--- config.mk ---
export PLATFORM = sky130hd
export DESIGN_NAME = eeg_band_power_estimator
export DESIGN_NICKNAME = d
export VERILOG_FILES = /design/src/rtl/eeg_band_power_estimator.sv
export SDC_FILE = /design/constraint.sdc
export NUM_CORES = 1
export LEC_CHECK = 0
export CORE_MARGIN = 5
export CORE_UTILIZATION = 36
export DETAILED_ROUTE_END_ITERATION = 16
export PLACE_DENSITY = 0.51
export SETUP_SLACK_MARGIN = 0.1
export SYNTH_ARGS = -nofsm -noshare
export SYNTH_HDL_FRONTEND = slang
export SYNTH_SLANG_ARGS = --single-unit
--- constraint.sdc ---
create_clock -name clk_fast -period 12.6 [get_ports clk_fast]
set_input_delay 2.52 -clock clk_fast [delete_from_list [all_inputs] [get_ports clk_fast]]
set_output_delay 2.52 -clock clk_fast [all_outputs]
set_load 0.01 [all_outputs]
--- src/rtl/eeg_band_power_estimator.sv ---
// Four-band windowed mean-square power estimator. One squarer is shared round-robin, and results leave on a valid/ready stream.
// Optional per-window peak magnitude on pwr_peak when PWR_PEAK_EN is defined.
module eeg_band_power_estimator #(
  parameter int DW       = 10,
  parameter int WIN_LOG2 = 6
) (
  input  logic            clk_fast,
  input  logic            rst,
  input  logic            en,
  input  logic            clr,
  input  logic [DW-1:0]   band_in_delta,
  input  logic [DW-1:0]   band_in_theta,
  input  logic [DW-1:0]   band_in_alpha,
  input  logic [DW-1:0]   band_in_beta,
  input  logic            band_avl_delta,
  input  logic            band_avl_theta,
  input  logic            band_avl_alpha,
  input  logic            band_avl_beta,
  output logic [2*DW-2:0] pwr_out,
  output logic [1:0]      pwr_band,
  output logic            pwr_valid,
  input  logic            pwr_ready,
  output logic [3:0]      overrun,
  output logic [DW-2:0]   pwr_peak
);
  localparam int SQW = 2*DW-1;
  localparam int ACW = SQW + WIN_LOG2;
  localparam int PKW = DW-1;

  logic [DW-1:0]       in_w [4];
  logic [3:0]          avl_w;

  logic [DW-1:0]       hold_q [4], hold_d [4];
  logic [3:0]          pend_q, pend_d;
  logic [1:0]          rr_q, rr_d;
  logic [SQW-1:0]      sq_q, sq_d;
  logic                sq_vld_q, sq_vld_d;
  logic [1:0]          tag_q, tag_d;
  logic [ACW-1:0]      acc_q [4], acc_d [4];
  logic [WIN_LOG2-1:0] cnt_q [4], cnt_d [4];
  logic [SQW-1:0]      res_q [4], res_d [4];
  logic [3:0]          res_pend_q, res_pend_d;
  logic [SQW-1:0]      out_q, out_d;
  logic [1:0]          band_q, band_d;
  logic                valid_q, valid_d;
  logic [3:0]          ovr_q, ovr_d;

  logic                gnt_vld, ld_fire, res_busy;
  logic [1:0]          gnt_idx, cand, ld_idx;
  logic signed [2*DW-1:0] gs, prod;
  logic [ACW-1:0]      acc_sum;
  logic [3:0]          eff_pend;

  assign in_w[0] = band_in_delta;
  assign in_w[1] = band_in_theta;
  assign in_w[2] = band_in_alpha;
  assign in_w[3] = band_in_beta;
  assign avl_w   = {band_avl_beta, band_avl_alpha, band_avl_theta, band_avl_delta};

  // A result stays outstanding until handshaken, even once it sits in the output register.
  assign res_busy = res_pend_q[tag_q] | (valid_q & (band_q == tag_q));

  always_comb begin
    hold_d     = hold_q;
    pend_d     = pend_q;
    rr_d       = rr_q;
    sq_d       = sq_q;
    sq_vld_d   = 1'b0;
    tag_d      = tag_q;
    acc_d      = acc_q;
    cnt_d      = cnt_q;
    res_d      = res_q;
    res_pend_d = res_pend_q;
    out_d      = out_q;
    band_d     = band_q;
    valid_d    = valid_q;
    ovr_d      = ovr_q;
    gnt_vld    = 1'b0;
    gnt_idx    = rr_q;
    cand       = rr_q;
    gs         = '0;
    prod       = '0;
    acc_sum    = '0;
    eff_pend   = res_pend_q;
    ld_fire    = 1'b0;
    ld_idx     = '0;

    for (int unsigned i = 0; i < 4; i++) begin
      cand = 2'(rr_q + 2'(i));
      if (!gnt_vld && pend_q[cand]) begin
        gnt_vld = 1'b1;
        gnt_idx = cand;
      end
    end
    if (gnt_vld) begin
      gs              = {{DW{hold_q[gnt_idx][DW-1]}}, hold_q[gnt_idx]};
      prod            = gs * gs;
      sq_d            = SQW'(prod);
      sq_vld_d        = 1'b1;
      tag_d           = gnt_idx;
      pend_d[gnt_idx] = 1'b0;
      rr_d            = gnt_idx + 2'd1;
    end

    // Pending is judged on the pre-edge state, so a band granted this edge still drops a new strobe.
    for (int unsigned b = 0; b < 4; b++) begin
      if (en && avl_w[b]) begin
        if (pend_q[b]) begin
          ovr_d[b] = 1'b1;
        end else begin
          hold_d[b] = in_w[b];
          pend_d[b] = 1'b1;
        end
      end
    end

    if (sq_vld_q) begin
      cnt_d[tag_q] = cnt_q[tag_q] + 1'b1;
      acc_sum      = acc_q[tag_q] + ACW'(sq_q);
      if (cnt_q[tag_q] == '1) begin
        acc_d[tag_q] = '0;
        if (res_busy) begin
          ovr_d[tag_q] = 1'b1;
        end else begin
          res_d[tag_q]    = SQW'(acc_sum >> WIN_LOG2);
          eff_pend[tag_q] = 1'b1;
        end
      end else begin
        acc_d[tag_q] = acc_sum;
      end
    end

    // A result finishing this edge can go straight to the output register.
    if (!valid_q || pwr_ready) begin
      valid_d = 1'b0;
      for (int unsigned b = 0; b < 4; b++) begin
        if (!ld_fire && eff_pend[b]) begin
          ld_fire = 1'b1;
          ld_idx  = 2'(b);
        end
      end
      if (ld_fire) begin
        valid_d = 1'b1;
        out_d   = res_d[ld_idx];
        band_d  = ld_idx;
      end
    end
    res_pend_d = eff_pend;
    if (ld_fire) res_pend_d[ld_idx] = 1'b0;

    if (clr) begin
      hold_d     = '{default: '0};
      pend_d     = '0;
      rr_d       = '0;
      sq_d       = '0;
      sq_vld_d   = 1'b0;
      tag_d      = '0;
      acc_d      = '{default: '0};
      cnt_d      = '{default: '0};
      res_d      = '{default: '0};
      res_pend_d = '0;
      out_d      = '0;
      band_d     = '0;
      valid_d    = 1'b0;
      ovr_d      = '0;
    end
  end

  always_ff @(posedge clk_fast or posedge rst) begin
    if (rst) begin
      hold_q     <= '{default: '0};
      pend_q     <= '0;
      rr_q       <= '0;
      sq_q       <= '0;
      sq_vld_q   <= 1'b0;
      tag_q      <= '0;
      acc_q      <= '{default: '0};
      cnt_q      <= '{default: '0};
      res_q      <= '{default: '0};
      res_pend_q <= '0;
      out_q      <= '0;
      band_q     <= '0;
      valid_q    <= 1'b0;
      ovr_q      <= '0;
    end else begin
      hold_q     <= hold_d;
      pend_q     <= pend_d;
      rr_q       <= rr_d;
      sq_q       <= sq_d;
      sq_vld_q   <= sq_vld_d;
      tag_q      <= tag_d;
      acc_q      <= acc_d;
      cnt_q      <= cnt_d;
      res_q      <= res_d;
      res_pend_q <= res_pend_d;
      out_q      <= out_d;
      band_q     <= band_d;
      valid_q    <= valid_d;
      ovr_q      <= ovr_d;
    end
  end

  assign pwr_out   = out_q;
  assign pwr_band  = band_q;
  assign pwr_valid = valid_q;
  assign overrun   = ovr_q;

`ifdef PWR_PEAK_EN
  logic [PKW-1:0] mag_q, mag_d, opk_q, opk_d, pk_new;
  logic [PKW-1:0] pk_q [4], pk_d [4], rpk_q [4], rpk_d [4];

  always_comb begin
    mag_d  = mag_q;
    pk_d   = pk_q;
    rpk_d  = rpk_q;
    opk_d  = opk_q;
    pk_new = '0;
    if (gnt_vld) begin
      if (!hold_q[gnt_idx][DW-1])
        mag_d = PKW'(hold_q[gnt_idx]);
      else if (hold_q[gnt_idx] == {1'b1, {(DW-1){1'b0}}})
        mag_d = '1;
      else
        mag_d = PKW'(-hold_q[gnt_idx]);
    end
    if (sq_vld_q) begin
      pk_new = (mag_q > pk_q[tag_q]) ? mag_q : pk_q[tag_q];
      if (cnt_q[tag_q] == '1) begin
        pk_d[tag_q] = '0;
        if (!res_busy) rpk_d[tag_q] = pk_new;
      end else begin
        pk_d[tag_q] = pk_new;
      end
    end
    if (ld_fire) opk_d = rpk_d[ld_idx];
    if (clr) begin
      mag_d = '0;
      pk_d  = '{default: '0};
      rpk_d = '{default: '0};
      opk_d = '0;
    end
  end

  always_ff @(posedge clk_fast or posedge rst) begin
    if (rst) begin
      mag_q <= '0;
      pk_q  <= '{default: '0};
      rpk_q <= '{default: '0};
      opk_q <= '0;
    end else begin
      mag_q <= mag_d;
      pk_q  <= pk_d;
      rpk_q <= rpk_d;
      opk_q <= opk_d;
    end
  end

  assign pwr_peak = opk_q;
`else
  assign pwr_peak = '0;
`endif

endmodule

==> results.cfg <==
[synthesis]
synth_cell_types = 78
syn_avg_cell_area_sq_um = 9.350
synthFlopType = dfrtp_1
netlist_instances = 1977
synth_area_sq_mm = 0.01848
yosys_register_bits = 297
seq_area_frac_synth = 0.4021
ys_warn_count = 0
async_flop_share = 1.000
synth-edff-count = 0

[sta]
setup_viol = 0
fin_hold_ws_ns = 0.5011
rsz0062_at_grt = no
tightest_slew_ns = 1.174
max_freq_mhz = 143.3
slew_viol_final = 0
maxSlewHeadroom = 0.2175
timing.final.ws_setup_ns = 5.619
finalCritPeriodShare = 0.5540
final.setup.tns_ns = 0
finClkSkew_ns = 0.01531
hold_viol = 0
period_minus_slack_ns = 6.981

[placement]
portBuffers = 74
placed_cells = 2655
dp_hpwl_um = 36370
gp_congestion = 0.8678
place_ws_ns = 5.623

[cts]
clock-root-buffer = clkbuf_16
tritoncts = yes
cts_hold_buf = 0
post_cts_resize_count = 0
cts_buffers = 35
clkSlewWorstSetupHoldPaths_ns = 0.06
cts_sinks = 297
post_cts_buffers = 0
h-tree-depth = 2
cts_buffer_depth = 3
clk_latency_ns = 0.55

[grt]
grt_overflow_total = 0
grt_pass1_vias = 15070
antenna_found_initial = 0
grt_max_degree = 171
grt_first_pass_wirelength_um = 86210
grtUsageTotal = 0.1900

[finish]
nFillCells = 5092
nets = 2210
multiInputGateArea_sq_mm = 0.01005
drive_above_1_share = 0.07417
final_cell_count_no_fill = 2716
syn2layout_area_growth_pct = 13.72
seq_area_sq_mm = 0.007435
insertedDiodeCount = 0

[worst_setup_path]
arrival_ns = 7.37
crit_top_cell = fa_1
cp_top_family = adder cells
crit_slowest_cell = a2111oi_0
path_max_fanout = 23
path_cells = or2_2 -> a21oi_1 -> o31ai_4 -> buf_4 -> mux2_2 -> o21ai_1 -> inv_1 -> nand3_1 -> inv_1 -> fa_1 -> fa_1 -> fa_1 -> fa_1 -> inv_1 -> fa_1 -> inv_1 -> ha_1 -> a21oi_1 -> o21ai_0 -> a2111oi_0 -> nor3_1 -> o21ai_0 -> a21oi_1
endpoint_kind = flop
required_ns = 12.98
ff2ff_setup_slack_ns = 5.62
critPathBufInv = 5
critPathMaxStageDelay_ns = 0.69
start_kind = flop
timing_worst_setup_path_type = reg2reg

[routing]
vias_per_cell = 5.366
route.detailed.drc = 0
routedWlPerCell_um = 19.74
vias = 14570
routed_wl_um = 53600
first_pass_iters = 5
drtIter0Drc = 985
ant_nets = 0

[run_status]
status = finished clean

[floorplan]
die_area_sq_mm = 0.05597
chipWidth_um = 236.6
die_y_um = 236.6
core_area_sq_mm = 0.05109
row_count = 83
start_util = 0.3618
io_pins = 84

[power]
peakVddDrop_mv = 0.1829
power_density_mw_per_mm2 = 205.3
leakage_nw = 9.397
total_power_mw = 4.315

[flow_run]
drv_cap = 0

[min_path]
hold_path.class = reg2reg
-- worst register-to-register path: stages, from the launching register on --
cell and delay, ns:
dfrtp_1 0.46, or2_2 0.32, a21oi_1 0.23, o31ai_4 0.08
buf_4 0.26, mux2_2 0.32, o21ai_1 0.38, inv_1 0.23
nand3_1 0.17, inv_1 0.07, fa_1 0.46, fa_1 0.50
fa_1 0.50, fa_1 0.48, inv_1 0.05, fa_1 0.47
inv_1 0.04, ha_1 0.33, a21oi_1 0.19, o21ai_0 0.17
a2111oi_0 0.69, nor3_1 0.11, o21ai_0 0.22, a21oi_1 0.09
-- through the flow --
stage	utilization	cell area [sq um]
floorplan	-	18510
global placement	0.3894	19890
detailed placement	0.3894	19890
CTS	0.4114	21020
global route	0.4114	21020
finish	0.4114	21020
-- final timing paths --
| check | to | depth (start not counted) | from |
|---|---|---|---|
| setup reg to reg | sq_q[15] | 23 | pend_q[2] |
| hold reg to reg | hold_q[23] | 1 | hold_q[23] |
| setup / recovery | sq_q[15] | 23 | pend_q[2] |
| max in group asynchronous | acc_q[12] | 3 | rst |
| min in group asynchronous | hold_q[30] | 2 | rst |
| hold / removal | hold_q[23] | 1 | hold_q[23] |
-- metal layers --
layer / GRT usage / part of all wire / routed length (um)
met1: 0.2595 / 0.46 / 24390
met2: 0.3219 / 0.49 / 26040
met3: 0.02469 / 0.038 / 2037
met4: 0.04915 / 0.021 / 1133
met5: 0 / 0 / 0
-- state kept, by name, indices dropped and copies added (netlist names), 4 cells and up --
name        count
acc_q         100
cnt_q          24
hold_q         40
overrun         4
pend_q          4
pwr_out        19
res_pend_q      4
res_q          76
sq_q           18
-- final cells by class --
type,instances,share of cell area
multi-input combinational,1424,0.4780
timing repair buffer,107,0.04768
clock buffer,51,0.04792
tap,680,0.04048
inverter,147,0.02661
sequential,297,0.3537
clock inverter,10,0.005655
-- synthesized netlist by cell type, types with 11 or more instances --
master	instances	share of area
o21ai_0	28	0.0076
mux2i_1	48	0.026
and2_1	33	0.011
nand2b_1	16	0.0054
nand3_1	53	0.014
a31oi_1	11	0.0037
xor2_1	13	0.0062
fa_1	77	0.083
nand2_1	342	0.069
clkbuf_1	83	0.017
mux4_2	32	0.039
nor3_1	18	0.0049
a21oi_1	207	0.056
a22o_1	41	0.019
a211oi_1	50	0.020
nor2_1	168	0.034
dfrtp_1	297	0.40
buf_4	15	0.0061
inv_1	145	0.029
ha_1	72	0.049
a221oi_1	11	0.0052
xnor2_1	32	0.015
and3_1	14	0.0047
-- kinds of logic (layout without fill, tap and decap cells) --
| logic type | after synthesis | count (layout) | share of synthesized area |
|---|---|---|---|
| AND/OR/NAND/NOR | 683 | 683 | 0.1586 |
| AO/OA/AOI/OAI | 449 | 449 | 0.1569 |
| flip-flops | 297 | 297 | 0.4021 |
| buffers and inverters | 264 | 315 | 0.05801 |
| adder cells (fa/ha/maj) | 149 | 149 | 0.1321 |
| multiplexers | 88 | 88 | 0.06986 |
| XOR/XNOR | 46 | 46 | 0.02220 |
| other | 1 | 9 | 0.0002029 |
-- power breakdown --
group / switching (mW) / total [mW] / internal, mW / leakage [nW]
registers: 0.0332 / 1.03 / 1.00 / 4.11
clock network: 0.420 / 1.02 / 0.598 / 0.555
logic: 1.38 / 2.26 / 0.882 / 4.73
-- placed cells by master, fill, tap and decap left out, types with 28 or more instances in the layout --
cell	count
nand3_1	53
a22o_1	41
a21oi_1	207
mux2i_1	48
clkdlybuf4s50_1	73
mux4_2	32
buf_4	32
ha_1	72
nand2_1	342
a211oi_1	50
clkbuf_16	36
inv_1	144
o21ai_0	28
fa_1	77
and2_1	33
dfrtp_1	295
nor2_1	164
xnor2_1	32
(Power assumes the default switching activity.)
